## src/rtl/loadstore.sv

```systemverilog
// loadstore: memory-access stage between execute and write-back.
// Pipelined Wishbone B4 master with lane alignment and load extension.
module loadstore (
  input  logic        clk_i,
  input  logic        rst_i,
  output logic        input_ready_o,
  input  logic        input_valid_i,
  input  logic [31:0] result_i,
  input  logic        ls_enable_i,
  input  logic        ls_write_i,
  input  logic [31:0] ls_write_data_i,
  input  logic [3:0]  ls_sel_i,
  input  logic        ls_unsigned_load_i,
  input  logic        reg_write_i,
  input  logic [4:0]  reg_addr_i,
  output logic [31:0] wb_adr_o,
  output logic [31:0] wb_dat_o,
  input  logic [31:0] wb_dat_i,
  output logic [3:0]  wb_sel_o,
  output logic        wb_we_o,
  output logic        wb_stb_o,
  output logic        wb_cyc_o,
  input  logic        wb_stall_i,
  input  logic        wb_ack_i,
  output logic        output_valid_o,
  output logic        reg_write_o,
  output logic [4:0]  reg_addr_o,
  output logic [31:0] reg_data_o
);

  localparam logic [1:0] IDLE     = 2'd0;
  localparam logic [1:0] REQUEST  = 2'd1;
  localparam logic [1:0] WAIT_ACK = 2'd2;

  logic [1:0]  state;
  logic [1:0]  off_q;
  logic [3:0]  size_q;
  logic        uns_q;
  logic        rw_q;
  logic [4:0]  ra_q;
  logic [31:0] shifted;
  logic [31:0] load_data;
  logic        done;

  assign input_ready_o = (state == IDLE);
  assign shifted = wb_dat_i >> {off_q, 3'b000};
  assign done = ((state == REQUEST) && !wb_stall_i && wb_ack_i)
             || ((state == WAIT_ACK) && wb_ack_i);

  always_comb begin
    load_data = shifted;
    unique case (1'b1)
      size_q[3]:
        load_data = shifted;
      size_q[1] & ~size_q[3]:
        load_data = {{16{~uns_q & shifted[15]}}, shifted[15:0]};
      default:
        load_data = {{24{~uns_q & shifted[7]}}, shifted[7:0]};
    endcase
  end

  always_ff @(posedge clk_i or posedge rst_i) begin
    if (rst_i) begin
      state          <= IDLE;
      off_q          <= '0;
      size_q         <= '0;
      uns_q          <= 1'b0;
      rw_q           <= 1'b0;
      ra_q           <= '0;
      wb_adr_o       <= '0;
      wb_dat_o       <= '0;
      wb_sel_o       <= '0;
      wb_we_o        <= 1'b0;
      wb_stb_o       <= 1'b0;
      wb_cyc_o       <= 1'b0;
      output_valid_o <= 1'b0;
      reg_write_o    <= 1'b0;
      reg_addr_o     <= '0;
      reg_data_o     <= '0;
    end else begin
      output_valid_o <= 1'b0;
      reg_write_o    <= 1'b0;
      unique case (state)
        IDLE: begin
          if (input_valid_i && ls_enable_i) begin
            wb_adr_o <= {result_i[31:2], 2'b00};
            wb_dat_o <= ls_write_data_i << {result_i[1:0], 3'b000};
            wb_sel_o <= ls_sel_i << result_i[1:0];
            wb_we_o  <= ls_write_i;
            wb_stb_o <= 1'b1;
            wb_cyc_o <= 1'b1;
            off_q    <= result_i[1:0];
            size_q   <= ls_sel_i;
            uns_q    <= ls_unsigned_load_i;
            rw_q     <= reg_write_i;
            ra_q     <= reg_addr_i;
            state    <= REQUEST;
          end else if (input_valid_i) begin
            output_valid_o <= 1'b1;
            reg_write_o    <= reg_write_i;
            reg_addr_o     <= reg_addr_i;
            reg_data_o     <= result_i;
          end
        end
        REQUEST: begin
          if (!wb_stall_i) begin
            wb_stb_o <= 1'b0;
            state    <= WAIT_ACK;
          end
        end
        WAIT_ACK: ;
        default: state <= IDLE;
      endcase
      // completion overrides whatever the state step chose
      if (done) begin
        state          <= IDLE;
        wb_stb_o       <= 1'b0;
        wb_cyc_o       <= 1'b0;
        wb_we_o        <= 1'b0;
        output_valid_o <= 1'b1;
        reg_write_o    <= rw_q & ~wb_we_o;
        reg_addr_o     <= ra_q;
        reg_data_o     <= load_data;
      end
    end
  end

endmodule
```

## config.mk

```make
export PLATFORM = sky130hd
export DESIGN_NAME = loadstore
export DESIGN_NICKNAME = d
export VERILOG_FILES = /design/src/rtl/loadstore.sv
export SDC_FILE = /design/constraint.sdc
export NUM_CORES = 1
export LEC_CHECK = 0
export CAP_MARGIN = 5
export CORE_MARGIN = 2
export CORE_UTILIZATION = 57
export CTS_CLUSTER_DIAMETER = 100
export DETAILED_ROUTE_END_ITERATION = 8
export DONT_BUFFER_PORTS = 1
export GPL_TIMING_DRIVEN = 0
export HOLD_SLACK_MARGIN = 0.08
export PLACE_DENSITY = 0.76
export RECOVER_POWER = 100
export SYNTH_ARGS = -nofsm -noshare
export SYNTH_HDL_FRONTEND = slang
export SYNTH_SLANG_ARGS = --single-unit
```

## constraint.sdc

```tcl
create_clock -name clk_i -period 3.9 [get_ports clk_i]
set_clock_uncertainty 0.15 [all_clocks]
set_input_delay 0.78 -clock clk_i [delete_from_list [all_inputs] [get_ports clk_i]]
set_output_delay 0.78 -clock clk_i [all_outputs]
set_load 0.01 [all_outputs]
```

==> flow_summary.json, run 1 <==
{
  "outcome": "completed",
  "yosysSeqAreaShare_pct": 51.58,
  "syn_inst": 630,
  "grt_pass1_wl_mm": 27.81,
  "arrival_ns": 3.08,
  "fin_crit_sh_pct": 71.19,
  "clkLatencyLatePin_ns": 0.52,
  "cts_tree": "built",
  "start_util_pct": 57.90,
  "ys_async_sr_fraction_pct": 100.0,
  "synth-edff-count": 0,
  "worst_slack_ns": 1.124,
  "fmax_mhz": 360.2,
  "grt_setup_unrepaired": "false",
  "num_io_pins": 225,
  "overflow": 0,
  "dpl.hpwl_mm": 13.31,
  "cts_buffer_depth": 2,
  "clkSinkCount": 121,
  "wl_per_cell_um": 22.20,
  "synthTopCellsByArea": "dfrtp_1, nand2_1, mux2i_1",
  "synth_top_area_cell": "dfrtp_1",
  "ys_top_cells_by_count": "nand2_1, dfrtp_1, mux2i_1",
  "via_per_inst": 6.237,
  "slowest_stage": "clkbuf_1",
  "setup_violations": 0,
  "power_density_nw_per_um2": 682.8,
  "core-area_sq_um": 10140,
  "place_ws_ns": 1.418,
  "cp_slowest_stage_delay_ns": 0.51,
  "hold_ws_ns": 0.1708,
  "syn_area_per_cell_sq_um": 9.318,
  "path_max_fanout": 10,
  "hold_class": "in -> reg",
  "syn-cell-area_sq_um": 5871,
  "yosysUniqueCellTypes": 39,
  "synthFlopType": "dfrtp_1",
  "leakagePower_nw": 3.067,
  "vias": 5008,
  "fin_area_sq_um": 6705,
  "drive_above_1_share_pct": 10.04,
  "grt_max_degree": 43,
  "relSlewSlack_pct": 20.00,
  "die_y_um": 105.5,
  "worstSetupEndpointType": "register",
  "start_kind": "register",
  "yosysWarnings": 0,
  "hold_viol_final": 0,
  "ctsResizeCount": 0,
  "path_class": "reg -> reg",
  "antenna_found_initial": 0,
  "drtIter0Drc": 346,
  "ys_ff_latch": 121,
  "cts_inserted_buffers": 17,
  "placed_area_sq_um": 6108,
  "worstMarginPinSlew_ns": 1.193,
  "track_usage_pct": 32.63,
  "yosysMostFrequentCell": "nand2_1",
  "finalSetupTns_ns": 0,
  "vdd_drop_max_v": 0.0002755,
  "gp_congestion": 0.9256,
  "syn2layout_area_growth_pct": 14.22,
  "dr.pass1.iters": 6,
  "nNetsFinal": 768,
  "io_buffer_count": 0,
  "htree_levels": 4,
  "maxCapViolCount": 0,
  "crit_top_cell": "clkbuf_1",
  "slew_viol_final": 0,
  "n_fill_cell": 822,
  "worst-path-buf-inv": 3,
  "die_x_um": 105.5,
  "cp_top_family": "buffers and inverters",
  "diodes": 0,
  "wirelength_mm": 17.82,
  "ant_nets": 0,
  "yosysTopAreaCellShare_pct": 51.58,
  "root_buffer": "clkbuf_8",
  "num_rows": 37,
  "grt_pass1_vias": 5090,
  "drc": 0,
  "cp_cell_sequence": "nor2_1 > and3_1 > clkbuf_1 > clkbuf_1 > clkbuf_1 > nand2_1 > nand2_1",
  "clk_pin_slew_worst_paths_ns": 0.06,
  "crit_required_ns": 4.21,
  "post-route-min-period_ns": 2.776,
  "dieArea_sq_um": 11130
}
routing by layer:
metal,global-route usage [%],routed length [um],vias to the layer above
met5,0,0,-
met4,16.29,683,0
met3,12.24,1991,55
met2,50.51,8396,320
met1,40.11,6752,2416
li1,-,-,2217
what timing repair did:
action                                 in CTS  in global routing
endpoints found under the hold margin      25                  0
hold buffers                                1                  0
buffers inserted                            0                  0
per-stage QoR:
stage          util, %  total power [W]  cells
4_1_cts          66.58         0.004596    803
3_5_place_dp     60.25         0.002918    770
5_1_grt          66.14         0.004788    803
2_1_floorplan        -         0.002637    631
6_report         66.14         0.004579    803
3_3_place_gp     59.66         0.002856    767
power by group:
group / internal, W / leakage, nW / switching (W) / total [W]
sequential: 0.00161 / 1.50 / 0.000446 / 0.00206
combinational: 0.000353 / 1.26 / 0.000494 / 0.000846
clock: 0.00111 / 0.300 / 0.000560 / 0.00167
worst paths after layout:
| check | from | endpoint | slack [ns] | cells past startpoint |
|---|---|---|---|---|
| min in group asynchronous | rst_i | wb_adr_o[28]$_DFFE_PP0P_ | 0.82 | 2 |
| worst min register to register | ra_q[1]$_DFFE_PP0P_ | ra_q[1]$_DFFE_PP0P_ | 0.33 | 2 |
| worst min-delay path | wb_ack_i | state[1]$_DFFE_PP0P_ | 0.17 | 1 |
| worst max register to register | state[0]$_DFFE_PP0P_ | wb_adr_o[27]$_DFFE_PP0P_ | 1.12 | 7 |
| worst max-delay path | state[0]$_DFFE_PP0P_ | wb_adr_o[27]$_DFFE_PP0P_ | 1.12 | 7 |
| max in group asynchronous | rst_i | wb_adr_o[15]$_DFFE_PP0P_ | 1.20 | 3 |
final cells by class:
class                   instances  area (sq um)  share of cell area [%]
flip-flops and latches        121          3028                   45.16
multi-input cells             458          2592                   38.66
clock buffers                  19         431.7                   6.438
plain buffers                  49         215.2                   3.210
clock inverters                13         200.2                   2.986
well taps                     136         170.2                   2.538
repair buffers                  4         55.05                  0.8210
inverters                       3         12.51                  0.1866
sequential cells by signal, indices dropped and copies added, names as in the netlist:
name            cells
reg_data_o         32
wb_dat_o           32
wb_adr_o           30
ra_q                5
reg_addr_o          5
wb_sel_o            4
off_q               2
size_q              2
state               2
output_valid_o      1
reg_write_o         1
rw_q                1
uns_q               1
wb_cyc_o            1
wb_stb_o            1
wb_we_o             1
layout by cell type, fill, tap and decap left out, drive strengths merged, types with 2 or more instances in the layout:
| cell | netlist | final |
|---|---|---|
| a211oi | 31 | 31 |
| a21oi | 20 | 20 |
| a221o | 7 | 7 |
| a22oi | 5 | 5 |
| a32oi | 16 | 16 |
| buf | 30 | 15 |
| bufinv | 0 | 5 |
| clkbuf | 19 | 56 |
| clkinv | 0 | 4 |
| clkinvlp | 0 | 5 |
| conb | 1 | 2 |
| dfrtp | 121 | 121 |
| inv | 3 | 2 |
| mux2 | 17 | 17 |
| mux2i | 35 | 35 |
| nand2 | 217 | 217 |
| nand2b | 2 | 2 |
| nand3 | 15 | 15 |
| nand3b | 2 | 2 |
| nor2 | 26 | 26 |
| nor2b | 22 | 22 |
| o21ai | 11 | 11 |
| o22ai | 8 | 8 |
| o31ai | 9 | 9 |
cell families after synthesis:
logic type	share of synthesized area, %
simple gates	20.31
flops	51.58
compound gates	14.30
mux	9.612
buf+inv	4.135
other cells	0.06388
No activity file was read; power rests on OpenSTA's default activity.
==> run 2: changes to the inputs <==
==> constraint.sdc (replaced) <==
create_clock -name clk_i -period 2.5 [get_ports clk_i]
set_clock_uncertainty 0.15 [all_clocks]
set_input_delay 0.5 -clock clk_i [delete_from_list [all_inputs] [get_ports clk_i]]
set_output_delay 0.5 -clock clk_i [all_outputs]
set_load 0.01 [all_outputs]
==> flow_summary.json, run 2 (synthesis results as in run 1) <==
{
  "outcome": "completed",
  "finalSetupTns_ns": 0,
  "hold_viol_final": 0,
  "grt_setup_unrepaired": "false",
  "p_clk_share_pct": 35.8,
  "postCtsSetupBuffers": 0,
  "die_y_um": 105.5,
  "fin_crit_sh_pct": 93.76,
  "ant_nets": 0,
  "r2r_cells": 7,
  "via_per_inst": 6.381,
  "ctsResizeCount": 0,
  "sw_frac_of_total_pct": 33.28,
  "htree_levels": 4,
  "grt_use_met1_pct": 45.35,
  "worstMarginPinSlew_ns": 1.199,
  "num_io_pins": 225,
  "p_int_w": 0.004884,
  "leakagePower_nw": 3.408,
  "p_sw_w": 0.002436,
  "hold_ws_ns": 0.09308,
  "fin_area_sq_um": 7457,
  "placed_area_sq_um": 6108,
  "ff_latch_area_sq_um": 3028,
  "wirelength_mm": 19.73,
  "comb_power_share_pct": 20.1,
  "drc": 0,
  "cts_inserted_buffers": 17,
  "die_x_um": 105.5,
  "drive_above_1_share_pct": 10.39,
  "vias": 5596,
  "path_class": "reg -> reg",
  "power_density_nw_per_um2": 981.6,
  "grt_pass1_vias": 5579,
  "rrSetupSlack_ns": 0.16,
  "path_max_fanout": 10,
  "fmax_mhz": 426.6,
  "gp_congestion": 0.9256,
  "clkLatencyLatePin_ns": 0.52,
  "final_cell_mix": "nand2_1, dfrtp_1, dlygate4sd3_1, mux2i_1, a211oi_1",
  "drtIter0Drc": 568,
  "crit_path_start": "state[0]$_DFFE_PP0P_",
  "vdd_drop_max_v": 0.0004417,
  "final_common_cell": "nand2_1",
  "r2r_start": "state[0]$_DFFE_PP0P_",
  "core-area_sq_um": 10140,
  "relSlewSlack_pct": 19.63,
  "grt_max_degree": 43,
  "clkSinkCount": 121,
  "syn2layout_area_growth_pct": 27.02,
  "cts_hold_buf": 75,
  "setup_violations": 0,
  "dieArea_sq_um": 11130,
  "cts_buffer_depth": 2,
  "diodes": 0,
  "wl_per_cell_um": 22.50,
  "hold_class": "in -> reg",
  "antenna_found_initial": 0,
  "track_usage_pct": 36.04,
  "io_buffer_count": 0,
  "maxCapViolCount": 0,
  "total_power_w": 0.007320,
  "overflow": 0,
  "place_inst": 770,
  "endpoint": "wb_adr_o[29]$_DFFE_PP0P_",
  "root_buffer": "clkbuf_8",
  "worstSetupEndpointType": "register",
  "use_met3_pct": 10.27,
  "multi_input_area_sq_um": 2604,
  "crit_required_ns": 2.80,
  "cts_tree": "built",
  "top_regs": "reg_data_o (32), wb_dat_o (32), wb_adr_o (30)",
  "grt_most_used_layer": "met2",
  "slew_viol_final": 0,
  "num_rows": 37,
  "post-route-min-period_ns": 2.344,
  "grt_pass1_wl_mm": 30.72,
  "start_util_pct": 57.90,
  "dpl.hpwl_mm": 13.31,
  "layout.cells.non_filler": 877,
  "n_fill_cell": 707,
  "arrival_ns": 2.65,
  "clk_pin_slew_worst_paths_ns": 0.06,
  "worstReg2RegEnd": "wb_adr_o[29]$_DFFE_PP0P_",
  "use_met2_pct": 57.24,
  "dr.pass1.iters": 7,
  "nNetsFinal": 842,
  "start_kind": "register",
  "seq_power_share_pct": 44.0
}
## run 2: changes by cell type in the layout (fill, tap and decap cells not counted), moves of 2 or more
cell / change
clkbuf_1: -9
clkbuf_4: +2
clkbuf_2: +7
dlygate4sd3_1: +74
## run 2: power by group through the flow
stage                     clock [W]  combinational, W  sequential, W
after CTS                   0.00263           0.00144        0.00321
after global placement            0           0.00124        0.00322
after detailed placement          0           0.00131        0.00324
final                       0.00262           0.00147        0.00322
after global routing        0.00273           0.00162        0.00327
after floorplan                   0           0.00104        0.00307
## run 2: how the worst min path moves through the flow
stage	from	to	slack (ns)	cells past startpoint
6_report	ls_write_data_i[2]	wb_dat_o[10]$_DFFE_PP0P_	0.09	2
3_5_place_dp	rst_i	wb_adr_o[10]$_DFFE_PP0P_	0.32	1
3_3_place_gp	ra_q[3]$_DFFE_PP0P_	ra_q[3]$_DFFE_PP0P_	0.31	2
5_1_grt	ls_write_data_i[2]	wb_dat_o[10]$_DFFE_PP0P_	0.08	2
4_1_cts	wb_stall_i	wb_stb_o$_DFFE_PP0P_	0.08	2
2_1_floorplan	rw_q$_DFFE_PP0P_	rw_q$_DFFE_PP0P_	0.30	2
## run 2: area by class of cell
class                           count  share of cell area [%]
Inverter                            3                  0.1678
Tap cell                          136                   2.282
Buffer                             49                   3.020
Sequential cell                   121                   40.60
Multi-Input combinational cell    458                   34.92
Timing Repair Buffer               78                   10.54
Clock buffer                       19                   5.789
Clock inverter                     13                   2.685
## run 2: stage by stage
stage | util, % | setup WS, ns
finish | 73.55 | 0.1561
global route | 73.55 | 0.05208
CTS | 73.89 | 0.2723
detailed placement | 60.25 | 0.2976
global placement | 59.66 | -0.2209
floorplan | - | 0.3667
## run 2: layer usage
| layer | wire length, um | up-vias |
|---|---|---|
| met5 | 0 | - |
| met4 | 891 | 0 |
| met3 | 2189 | 85 |
| met2 | 9315 | 433 |
| met1 | 7336 | 2701 |
| li1 | - | 2377 |
## run 2: worst max-delay path, cell delays in order, from the launching register on
cell and delay (ns):
dfrtp_1 0.43, nor2_1 0.37, and3_1 0.20, buf_2 0.23, clkbuf_2 0.30, clkbuf_2 0.37
nand2_1 0.13, nand2_1 0.09
==> run 3: changes to the inputs <==
--- a/config.mk
+++ b/config.mk
@@ -18,3 +18,4 @@
 export SYNTH_ARGS = -nofsm -noshare
 export SYNTH_HDL_FRONTEND = slang
 export SYNTH_SLANG_ARGS = --single-unit
+export TNS_END_PERCENT = 5
==> results of run 3 <==
Final layout, timing and power as in run 2 (identical DEF).
